## src/rtl/switch_reader.sv

```systemverilog
// switch_reader: synchronises and debounces the raw board switch vector and
// publishes the stable value plus rising/falling change masks over a
// valid/ready handshake. Events the consumer has not yet taken are merged.
module switch_reader #(
  parameter int WIDTH           = 16,
  parameter int DEBOUNCE_CYCLES = 4
) (
  input  logic             clk,
  input  logic             rst,
  input  logic [WIDTH-1:0] sw_raw,
  output logic [WIDTH-1:0] sw_stable,
  output logic             evt_valid,
  input  logic             evt_ready,
  output logic [WIDTH-1:0] evt_rise,
  output logic [WIDTH-1:0] evt_fall,
  output logic             evt_merged,
  output logic [15:0]      evt_count
);

  // Counter wide enough to reach DEBOUNCE_CYCLES-1; one bit minimum so a
  // debounce length of 1 still has a legal register.
  localparam int            CW      = (DEBOUNCE_CYCLES > 1) ? $clog2(DEBOUNCE_CYCLES) : 1;
  localparam logic [CW-1:0] CNT_MAX = CW'(DEBOUNCE_CYCLES - 1);

  logic [WIDTH-1:0] s1;
  logic [WIDTH-1:0] s2;
  logic [WIDTH-1:0] cand;
  logic [CW-1:0]    cnt;
  logic             commit;
  logic             xfer;
  logic [WIDTH-1:0] rise;
  logic [WIDTH-1:0] fall;

  // A commit happens once the candidate has survived the full count and
  // actually differs from what is already published.
  always_comb begin
    commit = (s2 == cand) && (cnt == CNT_MAX) && (cand != sw_stable);
    rise   = cand & ~sw_stable;
    fall   = ~cand & sw_stable;
    xfer   = evt_valid && evt_ready;
  end

  // Two-flop synchroniser; only s2 is trusted downstream.
  always_ff @(posedge clk) begin
    if (rst) begin
      s1 <= '0;
      s2 <= '0;
    end else begin
      s1 <= sw_raw;
      s2 <= s1;
    end
  end

  // One shared stability counter: any change anywhere in the vector restarts it.
  always_ff @(posedge clk) begin
    if (rst) begin
      cand <= '0;
      cnt  <= '0;
    end else if (s2 != cand) begin
      cand <= s2;
      cnt  <= '0;
    end else if (cnt != CNT_MAX) begin
      cnt  <= cnt + CW'(1);
    end
  end

  // Publish the debounced value and count every commit (wraps naturally).
  always_ff @(posedge clk) begin
    if (rst) begin
      sw_stable <= '0;
      evt_count <= '0;
    end else if (commit) begin
      sw_stable <= cand;
      evt_count <= evt_count + 16'd1;
    end
  end

  // Event holding register: fresh load when empty or draining this cycle,
  // otherwise OR new edges into the held event so nothing is lost.
  always_ff @(posedge clk) begin
    if (rst) begin
      evt_valid  <= 1'b0;
      evt_rise   <= '0;
      evt_fall   <= '0;
      evt_merged <= 1'b0;
    end else if (commit) begin
      evt_valid <= 1'b1;
      if (!evt_valid || xfer) begin
        evt_rise   <= rise;
        evt_fall   <= fall;
        evt_merged <= 1'b0;
      end else begin
        evt_rise   <= evt_rise | rise;
        evt_fall   <= evt_fall | fall;
        evt_merged <= 1'b1;
      end
    end else if (xfer) begin
      evt_valid  <= 1'b0;
      evt_rise   <= '0;
      evt_fall   <= '0;
      evt_merged <= 1'b0;
    end
  end

endmodule

```

## config.mk

```make
export PLATFORM = sky130hd
export DESIGN_NAME = switch_reader
export DESIGN_NICKNAME = d
export VERILOG_FILES = /design/src/rtl/switch_reader.sv
export SDC_FILE = /design/constraint.sdc
export NUM_CORES = 1
export LEC_CHECK = 0
export ABC_AREA = 1
export CORE_AREA = 2 2 119 121
export CTS_CLUSTER_SIZE = 8
export DETAILED_ROUTE_END_ITERATION = 6
export DIE_AREA = 0 0 121 123
export DONT_BUFFER_PORTS = 1
export MAX_ROUTING_LAYER = met4
export PLACE_DENSITY = 0.57
export SLEW_MARGIN = 15
export SYNTH_ARGS = -nofsm -noshare
export SYNTH_HDL_FRONTEND = slang
export SYNTH_SLANG_ARGS = --single-unit
```

## constraint.sdc

```tcl
create_clock -name clk -period 1.8 [get_ports clk]
set_input_delay 0.36 -clock clk [delete_from_list [all_inputs] [get_ports clk]]
set_output_delay 0.36 -clock clk [all_outputs]
set_load 0.005 [all_outputs]
```

==> metrics.json <==
{
  "flow_run": {
    "drv.max_cap_violation_count": 0
  },
  "synthesis": {
    "synth_top_cells_by_count": "sky130_fd_sc_hd__nor2_1 (129), sky130_fd_sc_hd__nand2_1 (120), sky130_fd_sc_hd__dfxtp_1 (116)",
    "post_synth_instance_area_mm2": 0.005370,
    "yosys_warnings": 0,
    "netlist.top_cell.by_area": "sky130_fd_sc_hd__dfxtp_1",
    "ys_ff_latch": 116,
    "yosys.area.top_type_share_pct": 43.24,
    "synthMostInstantiatedCell": "sky130_fd_sc_hd__nor2_1",
    "synth_edf_count": 0,
    "synth_cells": 735,
    "syn-num-nets": 788,
    "synthesis.area_per_instance_um2": 7.306,
    "synth_flop_cell": "sky130_fd_sc_hd__dfxtp_1",
    "synth_area_leaders": "sky130_fd_sc_hd__dfxtp_1 (43%), sky130_fd_sc_hd__nor2_1 (9.0%), sky130_fd_sc_hd__nand2_1 (8.4%)",
    "synthDistinctLibCells": 25,
    "seq_area_frac_synth_pct": 43.24,
    "async_reset_ff_share_pct": 0
  },
  "setup_path": {
    "cp_slowest_cell": "sky130_fd_sc_hd__dfxtp_2",
    "regToRegStartpoint": "sw_stable[12]",
    "critical_path_fanout_max": 8,
    "path_class": "flop to flop",
    "reg2reg_setup_slack_ps": 3,
    "worstPathCellList": "inv_2, ha_4, nand2_2, nor2_2, nand2_2, nor2_4, nor2_4, nand3_4, buf_12, buf_12, nand3_2, a21oi_2",
    "r2r_cells": 12,
    "worst-endpoint-arrival_ps": 2140,
    "critical_path.endpoint_type": "flop",
    "worst-endpoint-required_ps": 2140,
    "critical-path-max-stage-delay_ps": 330,
    "setup.worst_path.start_class": "flop",
    "regToRegEndpoint": "evt_rise[0]"
  },
  "routing": {
    "num_vias": 4827,
    "detailed_route_vias_per_instance": 4.896,
    "wl_per_cell_um": 14.91,
    "initialDrtViolationCount": 314,
    "drt-pass1-iter-count": 4,
    "postRouteWirelength_mm": 14.70,
    "number_of_drc_violations_after_detailed_routing": 0,
    "antenna_violating_nets_post_route": 0
  },
  "cts": {
    "cts_buffers": 17,
    "ctsRootBufferMaster": "sky130_fd_sc_hd__clkbuf_16",
    "count_of_h_tree_levels_built_during_cts": 4,
    "buffer_levels_on_the_longest_clock_path": 2,
    "worstSkewPairLatency_ps": 420,
    "cts_tree": "built",
    "clkSinkCount": 116,
    "clk_pin_slew_worst_paths_ps": 60
  },
  "layout": {
    "area.growth.synth_to_final_pct": 34.41,
    "multi_input_area_mm2": 0.002803,
    "n_fill_cell": 1236,
    "drive_gt1_share_pct": 28.29,
    "postLayoutCoreUtil_pct": 53.03,
    "ff_latch_area_mm2": 0.002354,
    "antennaDiodeCount": 0,
    "nNetsFinal": 846
  },
  "sta": {
    "slew-limit-headroom_pct": 57.46,
    "report.final.setup_viol": 0,
    "slew_violations": 0,
    "worst_slack_ps": 3.483,
    "grt_setup_unrepaired": "yes",
    "final.min_clock_period_ps": 1797,
    "worstMarginPinSlew_ps": 637.4,
    "finalHoldViolations": 0,
    "timing.fmax_mhz": 556.6,
    "setup_skew_ps": 9.058,
    "post-route-period-util_pct": 99.81
  },
  "die": {
    "placeableCoreArea_mm2": 0.01361,
    "chipWidth_um": 121,
    "fp.dieArea_mm2": 0.01488,
    "num_rows": 43,
    "io_pins": 85,
    "starting_density_of_the_core_pct": 39.45,
    "die_h_um": 123
  },
  "power": {
    "p_leak_nw": 3.421,
    "powerDensity_mw_per_mm2": 849.2,
    "vdd_drop_max_mv": 0.7803,
    "report.power.total_mw": 6.130
  },
  "placement": {
    "finalWeightedCongestion": 0.8314,
    "dp.final_hpwl_mm": 9.090,
    "count_of_input_and_output_buffers": 0,
    "dpl_worst_slack_ps": -75.22
  },
  "global_route": {
    "grt_start_max_net_pins": 95,
    "grt-ovfl-total": 0,
    "grt_first_pass_wirelength_mm": 21.38,
    "grt_usage_pct": 19.14,
    "grt_pass1_vias": 4460,
    "grt_antenna_before_repair": 0
  },
  "min_path": {
    "worst_hold_path.num_cells": 1,
    "hold_start": "rst",
    "hold_crit_path_type": "input port to flop",
    "hold_path_end": "evt_rise[13]"
  },
  "status": {
    "outcome": "completed"
  }
}
==> stage by stage <==
stage	cell area [um^2]	TNS (ps)	std cells	hold WS (ps)
final	7218	0	986	25.47
after global routing	7218	-2852	986	8.274
after CTS	6631	-2.551	969	5.441
after detailed placement	5933	-1800	933	395.1
after global placement	5933	-547.6	933	391.1
after floorplan	5370	0	735	388.3
==> worst max path at each step <==
stage / from / end / slack [ps] / cells past startpoint
2_1_floorplan: sw_stable[3] / evt_rise[12] / 7 / 11
3_5_place_dp: sw_stable[12] / evt_rise[11] / -80 / 11
3_3_place_gp: sw_stable[13] / evt_fall[5] / -40 / 11
4_1_cts: sw_stable[10] / evt_rise[0] / -2 / 12
5_1_grt: sw_stable[7] / evt_rise[0] / -90 / 12
6_report: sw_stable[12] / evt_rise[0] / 3 / 12
==> power by group <==
| group | switching [mW] | internal [mW] |
|---|---|---|
| sequential | 0.0219 | 2.61 |
| combinational | 0.187 | 0.146 |
| clock | 1.17 | 1.99 |
==> cells in the final DEF, fill, tap and decap left out, types with 3 or more instances in the layout <==
| cell type | count |
|---|---|
| sky130_fd_sc_hd__nand3_4 | 3 |
| sky130_fd_sc_hd__inv_1 | 99 |
| sky130_fd_sc_hd__xnor2_1 | 3 |
| sky130_fd_sc_hd__a21o_1 | 32 |
| sky130_fd_sc_hd__clkbuf_8 | 3 |
| sky130_fd_sc_hd__nand3_1 | 63 |
| sky130_fd_sc_hd__nor2_2 | 14 |
| sky130_fd_sc_hd__o21ai_2 | 11 |
| sky130_fd_sc_hd__buf_6 | 4 |
| sky130_fd_sc_hd__a21oi_2 | 13 |
| sky130_fd_sc_hd__ha_1 | 28 |
| sky130_fd_sc_hd__nand2_2 | 17 |
| sky130_fd_sc_hd__a21oi_1 | 22 |
| sky130_fd_sc_hd__nand3_2 | 7 |
| sky130_fd_sc_hd__clkbuf_16 | 23 |
| sky130_fd_sc_hd__clkinv_2 | 7 |
| sky130_fd_sc_hd__xor2_1 | 3 |
| sky130_fd_sc_hd__dfxtp_2 | 22 |
| sky130_fd_sc_hd__inv_2 | 19 |
| sky130_fd_sc_hd__nand4_1 | 14 |
| sky130_fd_sc_hd__o21ai_1 | 5 |
| sky130_fd_sc_hd__ha_4 | 6 |
| sky130_fd_sc_hd__buf_4 | 51 |
| sky130_fd_sc_hd__dfxtp_1 | 93 |
| sky130_fd_sc_hd__nand2_4 | 3 |
| sky130_fd_sc_hd__nor2_1 | 110 |
| sky130_fd_sc_hd__nand2_1 | 100 |
| sky130_fd_sc_hd__nor2_4 | 8 |
| sky130_fd_sc_hd__buf_12 | 9 |
==> worst max-delay path: cells and delay by family (launching register included) <==
family | cells | cell delay, ps
buffers and inverters | 3 | 370
DFF | 1 | 330
AOI/OAI and AO/OA | 1 | 160
adders and majority gates | 1 | 270
and+or+nand+nor | 7 | 580
==> layout make-up <==
cell class,instances,share of cell area [%]
clock buffers,22,6.570
repair buffers,74,11.61
inverters,118,6.136
well taps,180,3.120
multi-input cells,466,38.83
flip-flops and latches,116,32.61
clock inverters,10,1.127
==> layer usage <==
metal  wire length, um  up-vias  GRT usage [%]
met5                 0        -              -
met4               299        0          8.067
met3              1156       27          6.873
met2              6900      130          30.58
met1              6347     2258          21.79
li1                  -     2412              -
==> sequential cells by signal, indices dropped and copies added (netlist names) <==
signal / cells
cand: 16
cnt: 2
evt_count: 16
evt_fall: 16
evt_merged: 1
evt_rise: 16
evt_valid: 1
s1: 16
s2: 16
sw_stable: 16
==> kinds of logic (layout without fill, tap and decap cells) <==
logic type	count (synthesis)	in the layout	synth area share, %
AND/OR/NAND/NOR	342	342	27.03
XOR/XNOR	6	6	0.9787
AO/OA/AOI/OAI	83	83	9.226
multiplexers	1	1	0.1864
adder cells (fa/ha/maj)	34	34	7.922
flip-flops	116	116	43.24
buffers and inverters	153	224	11.42
==> what timing repair did <==
item                       4_1_cts  5_1_grt
gates resized for setup         24      119
hold endpoints to repair         0        3
setup endpoints to repair       59       68
setup buffers                    2        9
cloned                           2        7
pin swaps                        7       43
hold buffers                     0        1
No activity file was read; power rests on OpenSTA's default activity.
